File: src/rtl/rb_on_g_pipe.sv
// rb_on_g_pipe: 3-stage red/blue-at-green interpolator with valid/ready backpressure and clamping.
// Optional saturation statistics are enabled by defining RB_ON_G_PIPE_STATS_EN.
module rb_on_g_pipe #(
  parameter int PIXEL_BW = 12,
  parameter int GRAD_BW  = 8
) (
  input  logic                  clk,
  input  logic                  rst,
  input  logic                  in_valid,
  output logic                  in_ready,
  input  logic [PIXEL_BW-1:0]   green,
  input  logic [4*PIXEL_BW-1:0] g_nbr,
  input  logic [4*PIXEL_BW-1:0] r_nbr,
  input  logic [4*PIXEL_BW-1:0] b_nbr,
  input  logic [GRAD_BW-1:0]    alpha_h,
  input  logic [1:0]            mode,
  input  logic                  sof_in,
  input  logic                  eol_in,
  output logic                  out_valid,
  input  logic                  out_ready,
  output logic [PIXEL_BW-1:0]   red,
  output logic [PIXEL_BW-1:0]   blue,
  output logic                  sof_out,
  output logic                  eol_out
`ifdef RB_ON_G_PIPE_STATS_EN
  ,
  output logic [15:0]           sat_count
`endif
);
  localparam int DW = PIXEL_BW + 2;
  localparam int WW = GRAD_BW + 1;
  localparam int AW = PIXEL_BW + GRAD_BW + 4;
  localparam logic [WW-1:0]        W_FULL = {1'b1, {GRAD_BW{1'b0}}};
  localparam logic [WW-1:0]        W_HALF = {2'b01, {(GRAD_BW-1){1'b0}}};
  localparam logic signed [AW-1:0] RND    = {{(AW-WW){1'b0}}, W_FULL};
  localparam logic signed [AW-1:0] PMAX   = {{(AW-PIXEL_BW){1'b0}}, {PIXEL_BW{1'b1}}};

  // Neighbour index: 0 v_m1, 1 h_m1, 2 h_p1, 3 v_p1.
  function automatic logic [PIXEL_BW-1:0] nbr(input logic [4*PIXEL_BW-1:0] bus, input int idx);
    return bus[idx*PIXEL_BW +: PIXEL_BW];
  endfunction

  function automatic logic signed [DW-1:0] cdiff(input logic [4*PIXEL_BW-1:0] x,
                                                 input logic [4*PIXEL_BW-1:0] g,
                                                 input int lo, input int hi);
    return ({2'b00, nbr(x, lo)} - {2'b00, nbr(g, lo)}) + ({2'b00, nbr(x, hi)} - {2'b00, nbr(g, hi)});
  endfunction

  function automatic logic signed [AW-1:0] sext(input logic signed [DW-1:0] d);
    return {{(AW-DW){d[DW-1]}}, d};
  endfunction

  function automatic logic signed [AW-1:0] zext_w(input logic [WW-1:0] w);
    return {{(AW-WW){1'b0}}, w};
  endfunction

  function automatic logic is_clamped(input logic signed [AW-1:0] s);
    return s[AW-1] || (s > PMAX);
  endfunction

  function automatic logic [PIXEL_BW-1:0] clamp_pix(input logic signed [AW-1:0] s);
    logic [PIXEL_BW-1:0] v;
    if (s[AW-1])        v = {PIXEL_BW{1'b0}};
    else if (s > PMAX)  v = {PIXEL_BW{1'b1}};
    else                v = s[PIXEL_BW-1:0];
    return v;
  endfunction

  logic                       w_en;
  logic [WW-1:0]              w_wh, w_wv;
  logic signed [AW-1:0]       w_acc_r, w_acc_b;
  logic signed [AW-1:0]       w_rnd_r, w_rnd_b, w_sum_r, w_sum_b;

  logic                       r_s1_valid, r_s1_sof, r_s1_eol;
  logic signed [DW-1:0]       r_s1_dh_r, r_s1_dv_r, r_s1_dh_b, r_s1_dv_b;
  logic [WW-1:0]              r_s1_wh, r_s1_wv;
  logic [PIXEL_BW-1:0]        r_s1_green;

  logic                       r_s2_valid, r_s2_sof, r_s2_eol;
  logic signed [AW-1:0]       r_s2_acc_r, r_s2_acc_b;
  logic [PIXEL_BW-1:0]        r_s2_green;

  assign w_en     = !out_valid || out_ready;
  assign in_ready = w_en;

  always_comb begin
    w_wh = W_HALF;
    w_wv = W_HALF;
    case (mode)
      2'd0: begin
        w_wh = {1'b0, alpha_h};
        w_wv = W_FULL - {1'b0, alpha_h};
      end
      2'd1: begin
        w_wh = W_FULL;
        w_wv = {WW{1'b0}};
      end
      2'd2: begin
        w_wh = {WW{1'b0}};
        w_wv = W_FULL;
      end
      2'd3: begin
        w_wh = W_HALF;
        w_wv = W_HALF;
      end
      default: begin
        w_wh = W_HALF;
        w_wv = W_HALF;
      end
    endcase
  end

  // Products fit in AW bits because wh + wv never exceeds full scale.
  assign w_acc_r = sext(r_s1_dh_r) * zext_w(r_s1_wh) + sext(r_s1_dv_r) * zext_w(r_s1_wv);
  assign w_acc_b = sext(r_s1_dh_b) * zext_w(r_s1_wh) + sext(r_s1_dv_b) * zext_w(r_s1_wv);

  assign w_rnd_r = (r_s2_acc_r + RND) >>> (GRAD_BW + 1);
  assign w_rnd_b = (r_s2_acc_b + RND) >>> (GRAD_BW + 1);
  assign w_sum_r = $signed({{(AW-PIXEL_BW){1'b0}}, r_s2_green}) + w_rnd_r;
  assign w_sum_b = $signed({{(AW-PIXEL_BW){1'b0}}, r_s2_green}) + w_rnd_b;

  always_ff @(posedge clk or posedge rst) begin
    if (rst) begin
      r_s1_valid <= 1'b0;
      r_s1_sof   <= 1'b0;
      r_s1_eol   <= 1'b0;
      r_s1_dh_r  <= '0;
      r_s1_dv_r  <= '0;
      r_s1_dh_b  <= '0;
      r_s1_dv_b  <= '0;
      r_s1_wh    <= '0;
      r_s1_wv    <= '0;
      r_s1_green <= '0;
    end else if (w_en) begin
      r_s1_valid <= in_valid;
      r_s1_sof   <= sof_in;
      r_s1_eol   <= eol_in;
      r_s1_dh_r  <= cdiff(r_nbr, g_nbr, 1, 2);
      r_s1_dv_r  <= cdiff(r_nbr, g_nbr, 0, 3);
      r_s1_dh_b  <= cdiff(b_nbr, g_nbr, 1, 2);
      r_s1_dv_b  <= cdiff(b_nbr, g_nbr, 0, 3);
      r_s1_wh    <= w_wh;
      r_s1_wv    <= w_wv;
      r_s1_green <= green;
    end
  end

  always_ff @(posedge clk or posedge rst) begin
    if (rst) begin
      r_s2_valid <= 1'b0;
      r_s2_sof   <= 1'b0;
      r_s2_eol   <= 1'b0;
      r_s2_acc_r <= '0;
      r_s2_acc_b <= '0;
      r_s2_green <= '0;
    end else if (w_en) begin
      r_s2_valid <= r_s1_valid;
      r_s2_sof   <= r_s1_sof;
      r_s2_eol   <= r_s1_eol;
      r_s2_acc_r <= w_acc_r;
      r_s2_acc_b <= w_acc_b;
      r_s2_green <= r_s1_green;
    end
  end

  always_ff @(posedge clk or posedge rst) begin
    if (rst) begin
      out_valid <= 1'b0;
      sof_out   <= 1'b0;
      eol_out   <= 1'b0;
      red       <= '0;
      blue      <= '0;
    end else if (w_en) begin
      out_valid <= r_s2_valid;
      sof_out   <= r_s2_sof;
      eol_out   <= r_s2_eol;
      red       <= clamp_pix(w_sum_r);
      blue      <= clamp_pix(w_sum_b);
    end
  end

`ifdef RB_ON_G_PIPE_STATS_EN
  logic r_out_clamp;

  always_ff @(posedge clk or posedge rst) begin
    if (rst)       r_out_clamp <= 1'b0;
    else if (w_en) r_out_clamp <= is_clamped(w_sum_r) || is_clamped(w_sum_b);
  end

  // A frame start restarts the count with that beat's own clamp status.
  always_ff @(posedge clk or posedge rst) begin
    if (rst) begin
      sat_count <= 16'd0;
    end else if (out_valid && out_ready) begin
      if (sof_out)                                  sat_count <= {15'd0, r_out_clamp};
      else if (r_out_clamp && sat_count != 16'hFFFF) sat_count <= sat_count + 16'd1;
    end
  end
`else
  // Saturation statistics compiled out.
`endif

endmodule

File: config.mk
export PLATFORM = sky130hd
export DESIGN_NAME = rb_on_g_pipe
export DESIGN_NICKNAME = d
export VERILOG_FILES = /design/src/rtl/rb_on_g_pipe.sv
export SDC_FILE = /design/constraint.sdc
export NUM_CORES = 2
export LEC_CHECK = 0
export CAP_MARGIN = 20
export CELL_PAD_IN_SITES_DETAIL_PLACEMENT = 0
export CELL_PAD_IN_SITES_GLOBAL_PLACEMENT = 2
export CORE_ASPECT_RATIO = 0.8
export CORE_MARGIN = 2
export CORE_UTILIZATION = 39
export DETAILED_ROUTE_END_ITERATION = 16
export PLACE_DENSITY = 0.8
export SLEW_MARGIN = 20
export SYNTH_ARGS = -nofsm -noshare
export SYNTH_HDL_FRONTEND = slang
export SYNTH_SLANG_ARGS = --single-unit
export TNS_END_PERCENT = 5
File: constraint.sdc
create_clock -name clk -period 8.8 [get_ports clk]
set_input_delay 0.88 -clock clk [delete_from_list [all_inputs] [get_ports clk]]
set_output_delay 0.88 -clock clk [all_outputs]
set_load 0.01 [all_outputs]
After elaboration in Yosys (flattened, before gate mapping)
Cells that the tools add are included.
{"block": "totals", "register_bits": 179, "input_bits": 172, "output_inout_bits": 28, "wordCells": 58}
{"block": "op_classes", "addsub": 19, "n_mul": 4, "magnitude_cmp": 2, "n_eq_ne": 3, "n_mux": 6, "n_reduce_logical": 3}
{"operator": "subtractor 12 x 12 -> 13 bit", "n": 8}
{"operator": "multiplier 14 x 10 -> 24 bit", "n": 4}
{"operator": "one-hot mux 9 bit (4 select lines)", "n": 2}
{"operator": "adder 13 x 13 -> 14 bit", "n": 4}
{"operator": "adder 24 x 10 -> 24 bit, second input constant", "n": 2}
{"operator": "adder 24 bit", "n": 2}
{"operator": "two-way mux 12 bit", "n": 4}
{"operator": "adder 13 x 15 -> 16 bit", "n": 2}
{"operator": "> comparator 16 x 13 -> 1 bit, second input constant", "n": 2}
{"operator": "subtractor 9 x 8 -> 9 bit, first input constant", "n": 1}
{"operator": "equality test 2 bit, second input constant", "n": 2}
{"operator": "equality test 2 x 1 -> 1 bit, second input constant", "n": 1}
{"operator": "logical NOT 2 bit", "n": 1}
{"operator": "logical NOT 1 bit", "n": 1}
{"operator": "logical OR 1 bit", "n": 1}

Depth between registers and ports, before layout
{"block": "logic_depth", "depth_word": 5, "depth_mapped": 24, "mapped_depth_nobuf": 22}

Worst setup path before layout
No wires, ideal clock.
{"block": "synth_timing", "kind": "flip-flop to flip-flop", "start": "register r_s1_wh[3]", "end": "register r_s2_acc_b[22]", "setup_time_ns": 0.136, "t_arrival_ns": 6.412, "t_required_ns": 8.664, "path_slack_ns": 2.252, "stages_incl_launch_ff": 24, "path_buffers": 2, "period_less_slack_ns": 6.548, "path_cell_list": "dfrtp_1 -> clkbuf_1 -> clkbuf_1 -> and2_1 -> fa_1 -> fa_1 -> inv_1 -> fa_1 -> inv_1 -> fa_1 -> fa_1 -> fa_1 -> inv_1 -> fa_1 -> inv_1 -> ha_1 -> a21oi_1 -> o21ai_0 -> a311o_1 -> a211oi_1 -> o21ai_0 -> a21o_1 -> a2111oi_0 -> nor3_1"}
{"block": "synth_via", "elab_chain_cells": 2}
{"element": "start: declaration", "line": "76", "source": "logic [WW-1:0] r_s1_wh, r_s1_wv;"}
{"element": "start signal: assignment", "line": "142", "source": "r_s1_wh <= w_wh;"}
{"element": "multiplier 14 x 10 -> 24 bit", "line": "115", "source": "assign w_acc_b = sext(r_s1_dh_b) * zext_w(r_s1_wh) + sext(r_s1_dv_b) * zext_w(r_s1_wv);"}
{"element": "adder 24 bit", "line": "115"}
{"element": "end signal: assignment", "line": "161", "source": "r_s2_acc_b <= w_acc_b;"}
{"element": "end: declaration", "line": "80", "source": "logic signed [AW-1:0] r_s2_acc_r, r_s2_acc_b;"}
Every way passes these cells.
A chain may end at the register's enable or synchronous reset.

Worst setup path after layout
{"block": "layout_timing", "start": "register r_s1_wh[4]", "end": "register r_s2_acc_b[22]"}
Same word-level chain as after synthesis.

==> results_tabular.tex <==
\begin{tabular}{lr}
\hline
Metric & Value \\
\hline
\multicolumn{2}{l}{\textbf{STA}} \\
\quad Unrepaired setup endpoints after global routing & no \\
\quad Endpoints failing setup & 0 \\
\quad Fmax & about 130 MHz \\
\quad Worst slew margin & 29.0\% \\
\quad Fraction of the cycle the final worst path needs & a little under nine tenths \\
\quad Fin. Hold Viols & 0 \\
\quad Final worst setup slack & between 1 and 1.5 ns \\
\quad Tightest Pin Transition & roughly 1.1 ns \\
\quad Layout Skew & roughly 0.02 ns \\
\quad Fin. max-slew vios & 0 \\
\quad Post-layout minimum cycle time & around 7.6 ns \\
\quad Setup Total Neg Slack & 0 ns \\
\multicolumn{2}{l}{\textbf{Placed design}} \\
\quad Port Buffers & 199 \\
\quad Final weighted congestion of routability-driven global placement & 0.816 \\
\quad Post-placement worst setup slack & approximately 1.3 ns \\
\quad Post-placement cell area & approximately 36,000 um2 \\
\quad DPL Wire Length & 75,600 um \\
\multicolumn{2}{l}{\textbf{Routing}} \\
\quad Antenna Violating Nets Remaining & 0 \\
\quad Detailed-route via count & about 24,000 \\
\quad Total Wirelength & about 90,000 um \\
\quad Router iterations before antenna repair & 5 \\
\quad Drc violations & 0 \\
\quad Initial detailed-routing violation count & approximately 1,300 \\
\quad Average wire per cell in the routed design & $\sim$18 um \\
\quad Via-per-instance ratio & just under 5 \\
\multicolumn{2}{l}{\textbf{Logic synthesis}} \\
\quad Share of flip-flops with an asynchronous set or reset after synthesis & between 90\% and 100\% \\
\quad Cell taking the most area after synthesis & sky130\_fd\_sc\_hd\_\_fa\_1 \\
\quad Seq cells post-synth & 162 \\
\quad Cell types with the largest area share after synthesis & sky130\_fd\_sc\_hd\_\_fa\_1 (32\%), sky130\_fd\_sc\_hd\_\_ha\_1 (14\%), sky130\_fd\_sc\_hd\_\_dfrtp\_1 (12\%) \\
\quad Count of flip-flops with a built-in enable after synthesis & 0 \\
\quad Synthesized Nets & roughly 4,800 \\
\quad Primary flip-flop cell chosen by synthesis mapping & sky130\_fd\_sc\_hd\_\_dfrtp\_1 \\
\quad Gate count of the mapped netlist & around 3,700 \\
\quad Syn Area/Cell & just under 9 um2 \\
\quad Yosys warnings & 0 \\
\quad Synthesized area & $\sim$33,000 um2 \\
\quad Unique cell type count in the Yosys netlist & 79 \\
\quad Top-area cell type share of the netlist area & about 32\% \\
\quad Register area share after synthesis & 12.4\% \\
\multicolumn{2}{l}{\textbf{Die}} \\
\quad Row count & 95 \\
\quad Die Footprint & just under 90,000 um2 \\
\quad Chip width & roughly 330 um \\
\quad Top-level port count & 200 \\
\quad Floorplan die height & roughly 260 um \\
\quad Starting Density & 39.2\% \\
\quad Area of the core region & approximately 84,000 um2 \\
\multicolumn{2}{l}{\textbf{CTS}} \\
\quad Insertion delay of the later-clocked pin in the worst-skew pair & roughly 0.5 ns \\
\quad Post-CTS setup-driven buffer insertion count & 0 \\
\quad Number of buffers on the longest clock path & 2 \\
\quad Clock transition time at the flip-flop clock pins of the worst setup and hold paths & approximately 0.070 ns \\
\quad CTS tree & done \\
\quad Master cell of the clock root buffer & sky130\_fd\_sc\_hd\_\_clkbuf\_16 \\
\quad TritonCTS buffer count & 17 \\
\quad \# clock sinks & $\sim$160 \\
\quad Cts hold-fix bufs & 0 \\
\quad Clock H-tree levels & 4 \\
\quad Number of gates given a new drive strength after cts & 0 \\
\multicolumn{2}{l}{\textbf{Global route}} \\
\quad Global-route wire length before repair & roughly 150,000 um \\
\quad Global route overflow & 0 \\
\quad Most Crowded Layer GR & met1 \\
\quad GR Util met2 & 32.6\% \\
\quad Number of global-route vias before repair & 25,100 \\
\quad Number of antenna violations at the first check in global routing & 1 \\
\quad Global-route track usage on met3 & under 10\% \\
\quad Met1 GRT Util & around 34\% \\
\quad Pin count of the biggest net entering global routing & 120 \\
\quad Overall Global Routing Usage & 21.7\% \\
\multicolumn{2}{l}{\textbf{Setup path}} \\
\quad Setup slack, reg-to-reg & about 1.2 ns \\
\quad Critical path launch point & r\_s1\_wh[4] \\
\quad Termination of the worst setup path & r\_s2\_acc\_b[22] \\
\quad Worst flop-to-flop path startpoint & r\_s1\_wh[4] \\
\quad Class of the most critical setup path & register to register \\
\quad Required time at the endpoint of the critical path & between 9 and 10 ns \\
\quad R2R depth & 21 \\
\quad Nature of the critical path startpoint & register \\
\quad Critical Path End Type & register \\
\quad Maximum fanout encountered on the critical timing path & 20 \\
\quad Data arrival time of the critical path & $\sim$8 ns \\
\quad Capture point of the worst reg-to-reg path & r\_s2\_acc\_b[22] \\
\multicolumn{2}{l}{\textbf{Worst hold path}} \\
\quad Hold crit path type & register to register \\
\multicolumn{2}{l}{\textbf{Cells and area}} \\
\quad Syn-to-layout area delta & 11.1\% \\
\quad Utilization of the core after routing & between 40\% and 50\% \\
\quad Number of nets in the finished design & between 4,000 and 5,000 \\
\quad Layout cells sized above 1 & 2.48\% \\
\quad Count of filler cells inserted in the layout & 8,430 \\
\quad Cell area after layout & 36,400 um2 \\
\multicolumn{2}{l}{\textbf{Run status}} \\
\quad Result of the run & finished, final reports clean \\
\multicolumn{2}{l}{\textbf{Flow run}} \\
\quad Max capacitance violation total & 0 \\
\hline
\end{tabular}
layout make-up:
class                      count  area [um2]  share of cell area (%)
clock buffer                  19         433                    1.19
multi-input combinational   2647       25300                    69.5
sequential                   162        4050                    11.1
clock inverter                13         140                   0.384
timing repair buffer         228        2220                    6.10
tap                         1115        1400                    3.83
antenna                        1        2.50                 0.00687
inverter                     757        2850                    7.82
state kept, by name (all words and copies together) (netlist names), 8 cells and up:
name,count
r_s1_green,12
r_s1_dh_r,14
r_s1_wv,8
r_s2_acc_b,16
r_s1_dh_b,14
blue,12
r_s1_wh,9
r_s1_dv_r,14
r_s2_acc_r,16
red,12
r_s1_dv_b,14
r_s2_green,12
logic make-up after synthesis:
group / after synthesis / synth area share [%]
simple gates: 1057 / 15.7
buf+inv: 898 / 10.4
fa+ha+maj: 885 / 45.9
compound gates: 497 / 10.0
xor+xnor: 206 / 5.54
flops: 162 / 12.4
mux: 2 / 0.0648
cells in the mapped netlist (all sizes together) (23+ instances only):
library cell and number:
a21o 33, a21oi 167, a221o 24, and2 292
clkbuf 127, dfrtp 162, fa 530, ha 355
inv 757, nand2 426, nand3 43, nor2 134
nor2b 31, nor3 46, o21ai 88, o21bai 31
or3 23, xnor2 141, xor2 65
routing by layer:
layer / part of all wire, % / vias up
li1: - / 11700
met1: 52 / 11900
met2: 43 / 431
met3: 3.7 / 46
met4: 1.3 / 0
met5: 0 / -
worst max-delay path, stage by stage, from the launching register on:
cell                        delay [ns]
sky130_fd_sc_hd__dfrtp_1          0.99
sky130_fd_sc_hd__and2_1           0.26
sky130_fd_sc_hd__fa_1             0.44
sky130_fd_sc_hd__fa_1             0.52
sky130_fd_sc_hd__inv_1            0.05
sky130_fd_sc_hd__fa_1             0.47
sky130_fd_sc_hd__inv_1            0.05
sky130_fd_sc_hd__fa_1             0.48
sky130_fd_sc_hd__fa_1             0.51
sky130_fd_sc_hd__fa_1             0.50
sky130_fd_sc_hd__inv_1            0.05
sky130_fd_sc_hd__fa_1             0.47
sky130_fd_sc_hd__inv_1            0.04
sky130_fd_sc_hd__ha_1             0.32
sky130_fd_sc_hd__a21oi_1          0.27
sky130_fd_sc_hd__o21ai_0          0.19
sky130_fd_sc_hd__a311o_1          0.37
sky130_fd_sc_hd__a211oi_1         0.34
sky130_fd_sc_hd__o21ai_0          0.28
sky130_fd_sc_hd__a21o_1           0.25
sky130_fd_sc_hd__a2111oi_0        0.43
sky130_fd_sc_hd__nor3_1           0.10
worst min-delay path by stage:
stage,slack [ns],depth (start not counted),end,start
final,0.47,2,r_s1_green[7],r_s1_green[7]
after global placement,0.45,2,r_s2_valid,r_s2_valid
after detailed placement,0.46,2,r_s1_valid,r_s1_valid
after floorplan,0.43,2,r_s2_valid,r_s2_valid
after CTS,0.47,2,r_s2_green[7],r_s1_green[7]
after global routing,0.49,2,r_s1_green[0],r_s1_green[0]
cells in the final DEF, fill, tap and decap left out, types with 86 or more instances in the layout:
cell and count:
sky130_fd_sc_hd__o21ai_0 86, sky130_fd_sc_hd__fa_1 530, sky130_fd_sc_hd__dfrtp_1 162, sky130_fd_sc_hd__xnor2_1 141, sky130_fd_sc_hd__nor2_1 134, sky130_fd_sc_hd__nand2_1 426, sky130_fd_sc_hd__ha_1 355, sky130_fd_sc_hd__a21oi_1 166
sky130_fd_sc_hd__inv_1 755, sky130_fd_sc_hd__and2_1 291, sky130_fd_sc_hd__clkdlybuf4s50_1 199
metrics by stage:
step | instances | hold slack, ns
4_1_cts | 4941 | 0.468
6_report | 4942 | 0.466
2_1_floorplan | 3707 | 0.430
3_3_place_gp | 4909 | 0.445
3_5_place_dp | 4909 | 0.456
5_1_grt | 4941 | 0.492
Power is left out: the tool's default activity adds up to more than one toggle a clock period on the data nets, which glitch-free logic cannot reach.
